## src/rtl/alu_arbiter.sv

```systemverilog
// ----------------------------------------------------------------------------
// alu_arbiter
//
// Shares one ALU between NUM_REQ requesters. A round-robin arbiter picks one
// pending request while idle, copies its opcode and operands into issue
// registers that drive the ALU, waits for the ALU to report ready, captures
// the result and overflow flag, and presents them on a valid/ready response
// port tagged with the owning requester's index. Only one operation is in
// flight at any time.
//
// Optional feature macro: ALU_ARB_PERF_EN
//   When defined, two saturating 32-bit performance counters are added:
//   perf_ops (completed response handshakes) and perf_stall (response cycles
//   in which the consumer held resp_ready low).
//
// Parameters
//   NUM_REQ : number of requesters (2..8)
//   DATA_W  : operand / result width
//
// Ports
//   clk, rst_n                  : clock, asynchronous active-low reset
//   req_valid  [NUM_REQ]        : per-requester request
//   req_ready  [NUM_REQ]        : per-requester accept (one-hot or zero)
//   req_opcode [NUM_REQ]        : per-requester opcode
//   req_op1/2/3 [NUM_REQ]       : per-requester operands
//   resp_valid / resp_ready     : response handshake
//   resp_id                     : index of the requester owning the response
//   resp_result / resp_overflow : captured ALU result and overflow flag
//   alu_opcode, alu_operand1..3 : issue registers driving the ALU
//   alu_result, alu_overflow    : ALU outputs
//   alu_ready                   : ALU result is valid this cycle
//   perf_ops, perf_stall        : performance counters (ALU_ARB_PERF_EN only)
// ----------------------------------------------------------------------------

package warp_pkg;

  typedef enum logic [2:0] {
    OP_ADD = 3'd0,
    OP_SUB = 3'd1,
    OP_MUL = 3'd2,
    OP_FMA = 3'd3,
    OP_AND = 3'd4,
    OP_OR  = 3'd5,
    OP_XOR = 3'd6,
    OP_SHL = 3'd7
  } alu_opcode_e;

endpackage

module alu_arbiter
  import warp_pkg::*;
#(
  parameter int NUM_REQ = 4,
  parameter int DATA_W  = 32
) (
  input  logic                              clk,
  input  logic                              rst_n,

  input  logic        [NUM_REQ-1:0]              req_valid,
  output logic        [NUM_REQ-1:0]              req_ready,
  input  alu_opcode_e [NUM_REQ-1:0]              req_opcode,
  input  logic        [NUM_REQ-1:0][DATA_W-1:0]  req_op1,
  input  logic        [NUM_REQ-1:0][DATA_W-1:0]  req_op2,
  input  logic        [NUM_REQ-1:0][DATA_W-1:0]  req_op3,

  output logic                              resp_valid,
  input  logic                              resp_ready,
  output logic [$clog2(NUM_REQ)-1:0]        resp_id,
  output logic [DATA_W-1:0]                 resp_result,
  output logic                              resp_overflow,

  output alu_opcode_e                       alu_opcode,
  output logic [DATA_W-1:0]                 alu_operand1,
  output logic [DATA_W-1:0]                 alu_operand2,
  output logic [DATA_W-1:0]                 alu_operand3,
  input  logic [DATA_W-1:0]                 alu_result,
  input  logic                              alu_overflow,
  input  logic                              alu_ready
`ifdef ALU_ARB_PERF_EN
  ,
  output logic [31:0]                       perf_ops,
  output logic [31:0]                       perf_stall
`endif
);

  localparam int ID_W = $clog2(NUM_REQ);

  typedef enum logic [1:0] {
    IDLE = 2'd0,
    EXEC = 2'd1,
    RESP = 2'd2
  } state_e;

  state_e             state;
  logic [ID_W-1:0]    last_grant;

  logic [NUM_REQ-1:0] upper_mask;
  logic [NUM_REQ-1:0] upper_req;
  logic [NUM_REQ-1:0] pick_vec;
  logic [ID_W-1:0]    winner;

  // Round-robin pick: requests strictly above last_grant take priority; if
  // none exist the search wraps and the lowest-indexed request wins. This is
  // equivalent to scanning from last_grant+1 modulo NUM_REQ without needing
  // a modulo on a non-power-of-two count.
  always_comb begin
    upper_mask = '0;
    for (int i = 0; i < NUM_REQ; i++) begin
      upper_mask[i] = (i > int'(last_grant));
    end
    upper_req = req_valid & upper_mask;
    pick_vec  = (|upper_req) ? upper_req : req_valid;
    winner    = '0;
    for (int i = NUM_REQ - 1; i >= 0; i--) begin
      if (pick_vec[i]) begin
        winner = ID_W'(i);
      end
    end
  end

  // The accept strobe is combinational so the requester sees it in the same
  // cycle it is chosen. It is gated by rst_n so that reset forces it low
  // even though the state register is already IDLE.
  always_comb begin
    req_ready = '0;
    if (rst_n && (state == IDLE) && (|req_valid)) begin
      req_ready[winner] = 1'b1;
    end
  end

  // Main controller. The alu_* outputs are the issue registers themselves,
  // so they hold the accepted operation unchanged from the cycle after
  // accept until the next accept. The ALU handshake is only sampled in
  // EXEC, which is never the accept edge, so a stale alu_ready from a
  // previous operation cannot complete a new one early.
  always_ff @(posedge clk or negedge rst_n) begin
    if (!rst_n) begin
      state         <= IDLE;
      last_grant    <= ID_W'(NUM_REQ - 1);
      resp_valid    <= 1'b0;
      resp_id       <= '0;
      resp_result   <= '0;
      resp_overflow <= 1'b0;
      alu_opcode    <= OP_ADD;
      alu_operand1  <= '0;
      alu_operand2  <= '0;
      alu_operand3  <= '0;
    end else begin
      case (state)
        IDLE: begin
          if (|req_valid) begin
            alu_opcode   <= req_opcode[winner];
            alu_operand1 <= req_op1[winner];
            alu_operand2 <= req_op2[winner];
            alu_operand3 <= req_op3[winner];
            last_grant   <= winner;
            resp_id      <= winner;
            state        <= EXEC;
          end
        end

        EXEC: begin
          if (alu_ready) begin
            resp_result   <= alu_result;
            resp_overflow <= alu_overflow;
            resp_valid    <= 1'b1;
            state         <= RESP;
          end
        end

        RESP: begin
          if (resp_ready) begin
            resp_valid <= 1'b0;
            state      <= IDLE;
          end
        end

        default: begin
          resp_valid <= 1'b0;
          state      <= IDLE;
        end
      endcase
    end
  end

`ifdef ALU_ARB_PERF_EN
  // Both counters stick at all-ones instead of wrapping so that a long run
  // never reports a misleadingly small value.
  always_ff @(posedge clk or negedge rst_n) begin
    if (!rst_n) begin
      perf_ops   <= '0;
      perf_stall <= '0;
    end else begin
      if (resp_valid && resp_ready && (perf_ops != '1)) begin
        perf_ops <= perf_ops + 32'd1;
      end
      if (resp_valid && !resp_ready && (perf_stall != '1)) begin
        perf_stall <= perf_stall + 32'd1;
      end
    end
  end
`endif

endmodule

```

## config.mk

```make
export PLATFORM = sky130hd
export DESIGN_NAME = alu_arbiter
export DESIGN_NICKNAME = d
export VERILOG_FILES = /design/src/rtl/alu_arbiter.sv
export SDC_FILE = /design/constraint.sdc
export NUM_CORES = 1
export LEC_CHECK = 0
export CAP_MARGIN = 10
export CELL_PAD_IN_SITES_DETAIL_PLACEMENT = 0
export CELL_PAD_IN_SITES_GLOBAL_PLACEMENT = 2
export CORE_UTILIZATION = 18
export CTS_CLUSTER_DIAMETER = 50
export DETAILED_ROUTE_END_ITERATION = 12
export GPL_TIMING_DRIVEN = 0
export PLACE_DENSITY_LB_ADDON = 0.1
export SLEW_MARGIN = 10
export SYNTH_ARGS = -nofsm -noshare
export SYNTH_HDL_FRONTEND = slang
export SYNTH_SLANG_ARGS = --single-unit
```

## constraint.sdc

```tcl
create_clock -name clk -period 1.8 [get_ports clk]
set_input_delay 0.36 -clock clk [delete_from_list [all_inputs] [get_ports clk]]
set_output_delay 0.36 -clock clk [all_outputs]
set_load 0.1 [all_outputs]
```

-- Word level (Yosys, flattened, before mapping)
Cells that the tools add are included.
- flip-flop bits (word level): 139
- latch bits: 0
- memory bits (writable): 0
- memory bits (read-only): 0
- bits of input ports: 437
- output and inout port bits: 139
- word-level logic and storage cells: 55
- memories kept: 0
- add/sub/neg operators: 0
- $mul: 0
- div/mod/pow operators: 0
- order comparisons: 5
- eq/ne operators: 5
- shift operators: 0
- multiplexer cells: 23
- bitwise operators: 2
- reduce and logical (&&, ||, !) cells: 10
- operator list (kind ; number):
    32-bit binary-select mux with 2-bit select ; 3
    32-bit two-way mux ; 3
    2-bit two-way mux ; 7
    4-bit two-way mux ; 2
    4-bit OR reduction ; 2
    3-bit binary-select mux with 2-bit select ; 1
    2-bit case mux with 3 select lines ; 1
    3-bit AND reduction ; 2
    4-bit bitwise AND ; 1
    2-bit > comparator (first input constant) ; 2
    2-bit inequality test (second input constant) ; 2
    2-bit AND reduction ; 2
    1-bit logical AND ; 3
    2-bit by 3-bit less-than comparator with 1-bit output (second input constant) ; 1
    1-bit two-way mux ; 3
    3-bit two-way mux ; 1
    1-bit case mux with 3 select lines ; 1
    1-bit demux with 2-bit select ; 1
    2-bit by 1-bit equality test with 1-bit output (second input constant) ; 1
    2-bit equality test (second input constant) ; 1
    2-bit by 1-bit >= comparator with 1-bit output (second input constant) ; 1
    1-bit by 2-bit > comparator with 1-bit output (first input constant) ; 1
    2-bit logical NOT ; 1
    2-bit by 1-bit inequality test with 1-bit output (second input constant) ; 1
    1-bit inverter ; 1

-- Depth between registers and ports, before layout
- word-level depth: 13
- depth in mapped cells: 7
- mapped depth without buffers: 4

-- Worst setup path before layout
OpenSTA, ideal clock, no wires.
- kind: flip-flop to output port
- start: reg last_grant[1]
- end: out req_ready[1]
- arrival: 2.628 ns
- required time: 1.440 ns
- path slack: -1.188 ns
- cell stages (with the launch flop): 7
- buffers on the path: 2
- cells stage by stage: dfstp_2 inv_2 o311ai_1 buf_4 buf_6 nand2_1 nor2_1
- longest elaborated chain between the ends: 13
- elaborated cells on any way between the ends: 16
- those cells by class: 5 x order compare; 8 x mux; 1 x bitwise; 2 x reduce/logical
- ends and longest elaborated chain (item ; RTL line ; source):
    start, declared ; 95 ; logic [ID_W-1:0] last_grant;
    start signal, assigned ; 139 ; last_grant <= ID_W'(NUM_REQ - 1);
    start signal, assigned ; 156 ; last_grant <= winner;
    1-bit by 2-bit > comparator with 1-bit output / 2-bit > comparator (equally long branches) ; 109 ; upper_mask[i] = (i > int'(last_grant));
    4-bit bitwise AND (*) ; 111 ; upper_req = req_valid & upper_mask;
    4-bit OR reduction ; 112 ; pick_vec = (|upper_req) ? upper_req : req_valid;
    4-bit two-way mux (*) ; 112 ;
    2-bit two-way mux (3 in a row) ; 115 ; if (pick_vec[i]) begin
    2-bit two-way mux (*) ; 115 ;
    2-bit by 3-bit less-than comparator with 1-bit output (not written as such) / 2-bit by 1-bit >= comparator with 1-bit output (equally long branches) ; 127 ; req_ready[winner] = 1'b1;
    1-bit logical AND (not written as such) ; 127 ;
    1-bit two-way mux (not written as such) ; 127 ;
    1-bit demux with 2-bit select (*) ; 127 ;
    4-bit two-way mux (*) ; 126 ; if (rst_n && (state == IDLE) && (|req_valid)) begin
    end, declared ; 60 ; output logic [NUM_REQ-1:0] req_ready,
Mark *: on every way between the ends. The rest lies on a longest branch, timed or not.

-- Final worst setup path
- start: in req_valid[3]
- end: out req_ready[1]
- longest elaborated chain between the ends: 12
- elaborated cells on any way between the ends: 15
- those cells by class: 2 x order compare; 8 x mux; 1 x bitwise; 4 x reduce/logical
- ends and longest elaborated chain (item ; RTL line ; source):
    start, declared ; 59 ; input logic [NUM_REQ-1:0] req_valid,
    4-bit bitwise AND ; 111 ;
    4-bit OR reduction ; 112 ;
    4-bit two-way mux ; 112 ;
    2-bit two-way mux (4 in a row) ; 115 ;
    2-bit by 3-bit less-than comparator with 1-bit output (not written as such) / 2-bit by 1-bit >= comparator with 1-bit output (equally long branches) ; 127 ;
    1-bit logical AND (not written as such) ; 127 ;
    1-bit two-way mux (not written as such) ; 127 ;
    1-bit demux with 2-bit select ; 127 ;
    4-bit two-way mux (*) ; 126 ;
Marks and branches as above.

==> reports/qor.log <==
qor: timing.period_share 136%
qor: setup_path.critPathLaunch req_valid[3]
qor: place.routabilityCongestion 0.835
qor: synthesis.top_cell_types_by_occurrence_after_synthesis sky130_fd_sc_hd__dfrtp_1 (137), sky130_fd_sc_hd__nor2_1 (106), sky130_fd_sc_hd__o21ai_0 (103)
qor: synthesis.yosys_warnings 0
qor: setup_path.worst_r2r_startpoint state[1]
qor: finish.layout.filler_cells 5084
qor: routing.vias 10100
qor: timing.finalClockSkew 0.00752 ns
qor: synthesis.synthMuxAreaShare 4.22%
qor: pwr.power.sequential.fraction 16.9%
qor: global_routing.grt_util_all_layers 21.1%
qor: pwr.power.leakage 6.22 nW
qor: clock_network.insertion_delay 0.49 ns
qor: floorplan.die_area 49900 sq um
qor: synthesis.syn-instance-count 915
qor: synthesis.syn_area_per_cell 9.63 sq um
qor: finish.post_route_cells_drive_above_1_share 27.3%
qor: clock_network.root_buffer sky130_fd_sc_hd__clkbuf_16
qor: floorplan.initial_core_util 18.3%
qor: floorplan.core_region_area 48000 sq um
qor: synthesis.synth_top_flop_cell sky130_fd_sc_hd__dfrtp_1
qor: routing.tritonroute_pass_1_iters 5
qor: synthesis.synth.distinct_cells 37
qor: pwr.sw_frac_of_total 61.7%
qor: finish.layout_overhead_on_the_synthesized_area 79.8%
qor: setup_path.timing.critical_path.arrival 2.09 ns
qor: synthesis.main_combinational_cell_family_by_area_after_synthesis compound AO/OA/AOI/OAI gates
qor: setup_path.timing.critical_path.required 1.44 ns
qor: clock_network.cts_max_level 4
qor: pwr.powerDensity 2140 nW/um^2
qor: job.drv_cap 0
qor: synthesis.synth_most_common_cell sky130_fd_sc_hd__dfrtp_1
qor: pwr.power_frac_clock 11.7%
qor: global_routing.maximum_number_of_pins_on_one_net_before_global_route_repair 88
qor: place.detailedPlacementHpwl 40.0 mm
qor: pwr.power.share.combinational 71.4%
qor: clock_network.cts_tree yes
qor: timing.finalMaxSlewViolations 0
qor: setup_path.worstSetupPathType primary input to primary output
qor: setup_path.crit_fanout 6
qor: floorplan.fp-row-count 80
qor: place.postPlaceCellArea 15500 sq um
qor: min_path.worst_min_delay_path_class primary input to async pin
qor: synthesis.yosys.area.top_type sky130_fd_sc_hd__dfrtp_1
qor: synthesis.ys_seq_area_share 39.5%
qor: setup_path.worst_setup_path_end_kind primary output
qor: global_routing.vias_in_the_first_global_route 10600
qor: pwr.cellInternalPower 13.0 mW
qor: synthesis.post_synthesis_cell_area 8820 sq um
qor: routing.detail_route.vias_per_cell 4.65
qor: synthesis.yosysTopAreaCellShare 38.9%
qor: place.pre_cts_ws -2.40 ns
qor: routing.routedWlPerCell 24.5 microns
qor: routing.iteration_0_drc_count_of_the_detailed_router 326
qor: routing.detail_route.wirelength 53.0 mm
qor: synthesis.synth_fa_ha_area_share 0%
qor: timing.grt_setup_unrepaired yes
qor: finish.finalInstanceArea 15900 sq um
qor: synthesis.compound_gate_portion_of_the_synthesized_area 31.1%
qor: synthesis.synthArstFlopShare 100%
qor: pwr.ir_drop 0.878 mV
qor: routing.remaining_drc_errors 0
qor: clock_network.cts-buffers-inserted 17
qor: timing.layout_min_cycle_time 2.45 ns
qor: setup_path.critical_path.startpoint_type primary input
qor: routing.drt.antenna.violating_nets 0
qor: global_routing.grt_antenna_before_repair 27
qor: global_routing.first_pass_grt_wire_length 74.9 mm
qor: timing.final_setup_violating_endpoints 112
qor: floorplan.die_h 223 microns
qor: place.io_buffer_count 574
qor: synthesis.ys_seq_elements 139
qor: synthesis.synthTopCellsByArea sky130_fd_sc_hd__dfrtp_1 (39%), sky130_fd_sc_hd__a221oi_2 (17%), sky130_fd_sc_hd__a31oi_1 (7.0%)
qor: synthesis.post_synthesis_simple_gate_area_fraction 18.6%
qor: floorplan.boundaryPins 576
qor: timing.timing.slew.headroom 27.0%
qor: synthesis.synthXorXnorAreaFrac 0%
qor: finish.final_net_count 1965
qor: clock_network.tritoncts_num_sinks 139
qor: synthesis.synth-edff-count 0
qor: timing.tightestPinTransition 1.09 ns
qor: floorplan.die_w 223 microns
qor: timing.timing.final.ws_setup -0.650 ns
qor: outcome.failed_checks hold timing, setup timing
qor: timing.report.final.hold_viol_count 50
qor: timing.hold_slack -0.203 ns
qor: global_routing.grt.overflow.total 0
qor: clock_network.clk_transition_reported_paths 0.06 ns
qor: pwr.switchingPower 20.9 mW
qor: synthesis.syn-num-nets 1352
qor: outcome.run_status complete, but fails checks
qor: timing.max_freq 408 MHz
qor: clock_network.clock_path_buffers 2
==> state kept, by name, summed over array words and instances (netlist names) <==
name and flops:
resp_overflow 1, state 2, alu_operand2 32, resp_valid 1, alu_opcode 3, last_grant 2
alu_operand1 32, resp_result 32, alu_operand3 32, resp_id 2
==> logic make-up (layout without fill, tap and decap cells) <==
logic type | after synthesis | after routing
other | 0 | 11
AO/OA/AOI/OAI | 315 | 315
multiplexers | 33 | 33
flip-flops | 139 | 139
buffers and inverters | 103 | 727
AND/OR/NAND/NOR | 325 | 325
==> critical path, stage by stage <==
cell	delay (ns)
sky130_fd_sc_hd__clkdlybuf4s50_1	0.52
sky130_fd_sc_hd__or3_1	0.46
sky130_fd_sc_hd__o311ai_4	0.11
sky130_fd_sc_hd__clkbuf_16	0.19
sky130_fd_sc_hd__buf_12	0.09
sky130_fd_sc_hd__nand2_4	0.05
sky130_fd_sc_hd__nor2_4	0.11
sky130_fd_sc_hd__buf_12	0.18
==> final timing paths <==
path	endpoint	slack, ns	cells after the start
max in group asynchronous	alu_operand1[21]	1.11	2
setup reg to reg	alu_operand2[18]	-0.26	8
min in group clk	last_grant[1]	0.43	4
hold / removal	alu_operand2[15]	-0.20	1
setup / recovery	req_ready[1]	-0.65	8
hold reg to reg	resp_result[2]	0.50	1
==> cell type report <==
type	count	area [sq um]	area share, %
multi-input combinational	673	4880	30.8
buffer	101	764	4.82
antenna	11	27.5	0.174
inverter	2	10.0	0.0631
sequential	139	3480	22.0
clock buffer	19	453	2.86
clock inverter	11	170	1.07
tap	615	769	4.85
timing repair buffer	594	5300	33.4
==> metal layers <==
metal / part of all wire (%) / vias up / track usage, % / wire length [microns]
met5: 0.31 / - / 0 / 166
met4: 2.2 / 26 / 8.04 / 1180
met3: 9.3 / 73 / 9.36 / 4950
met2: 50 / 394 / 36.5 / 26500
met1: 38 / 4852 / 22.6 / 20200
li1: - / 4713 / - / -
==> what timing repair did <==
action,CTS,global route
setup endpoints to repair,251,209
pin swaps,6,7
gates resized for setup,304,235
endpoints found under the hold margin,50,50
setup buffers,12,7
==> metrics by stage <==
step                      util (%)  power [mW]  setup TNS [ns]  cells
after CTS                     33.6        35.2          -82.96   2147
after global placement        32.1        31.1        -1126.57   2104
after global routing          33.0        35.5          -33.19   2162
final                         33.0        33.9          -20.19   2165
after floorplan                  -        23.7           -1.01    915
after detailed placement      32.2        31.0         -144.91   2105
==> power by group through the flow <==
stage / Clock [mW] / Sequential [mW] / Combinational (mW)
after detailed placement: 0 / 5.78 / 25.2
after floorplan: 0 / 16.9 / 6.75
after global placement: 0 / 5.73 / 25.3
after CTS: 4.14 / 5.72 / 25.3
final: 3.97 / 5.72 / 24.2
after global routing: 4.23 / 5.93 / 25.4
==> placed cells by master, fill, tap and decap left out, types with 56 or more instances in the layout <==
cell type / Yosys / final
sky130_fd_sc_hd__o21ai_0: 103 / 103
sky130_fd_sc_hd__nor2_1: 106 / 101
sky130_fd_sc_hd__dfrtp_1: 137 / 136
sky130_fd_sc_hd__clkdlybuf4s50_1: 0 / 432
sky130_fd_sc_hd__buf_2: 23 / 56
sky130_fd_sc_hd__a31oi_1: 99 / 99
sky130_fd_sc_hd__a221oi_2: 99 / 98
sky130_fd_sc_hd__clkbuf_2: 0 / 105
sky130_fd_sc_hd__and2_1: 99 / 99
sky130_fd_sc_hd__nand3_1: 99 / 99
Note: power is estimated with default switching activity, not from simulation.
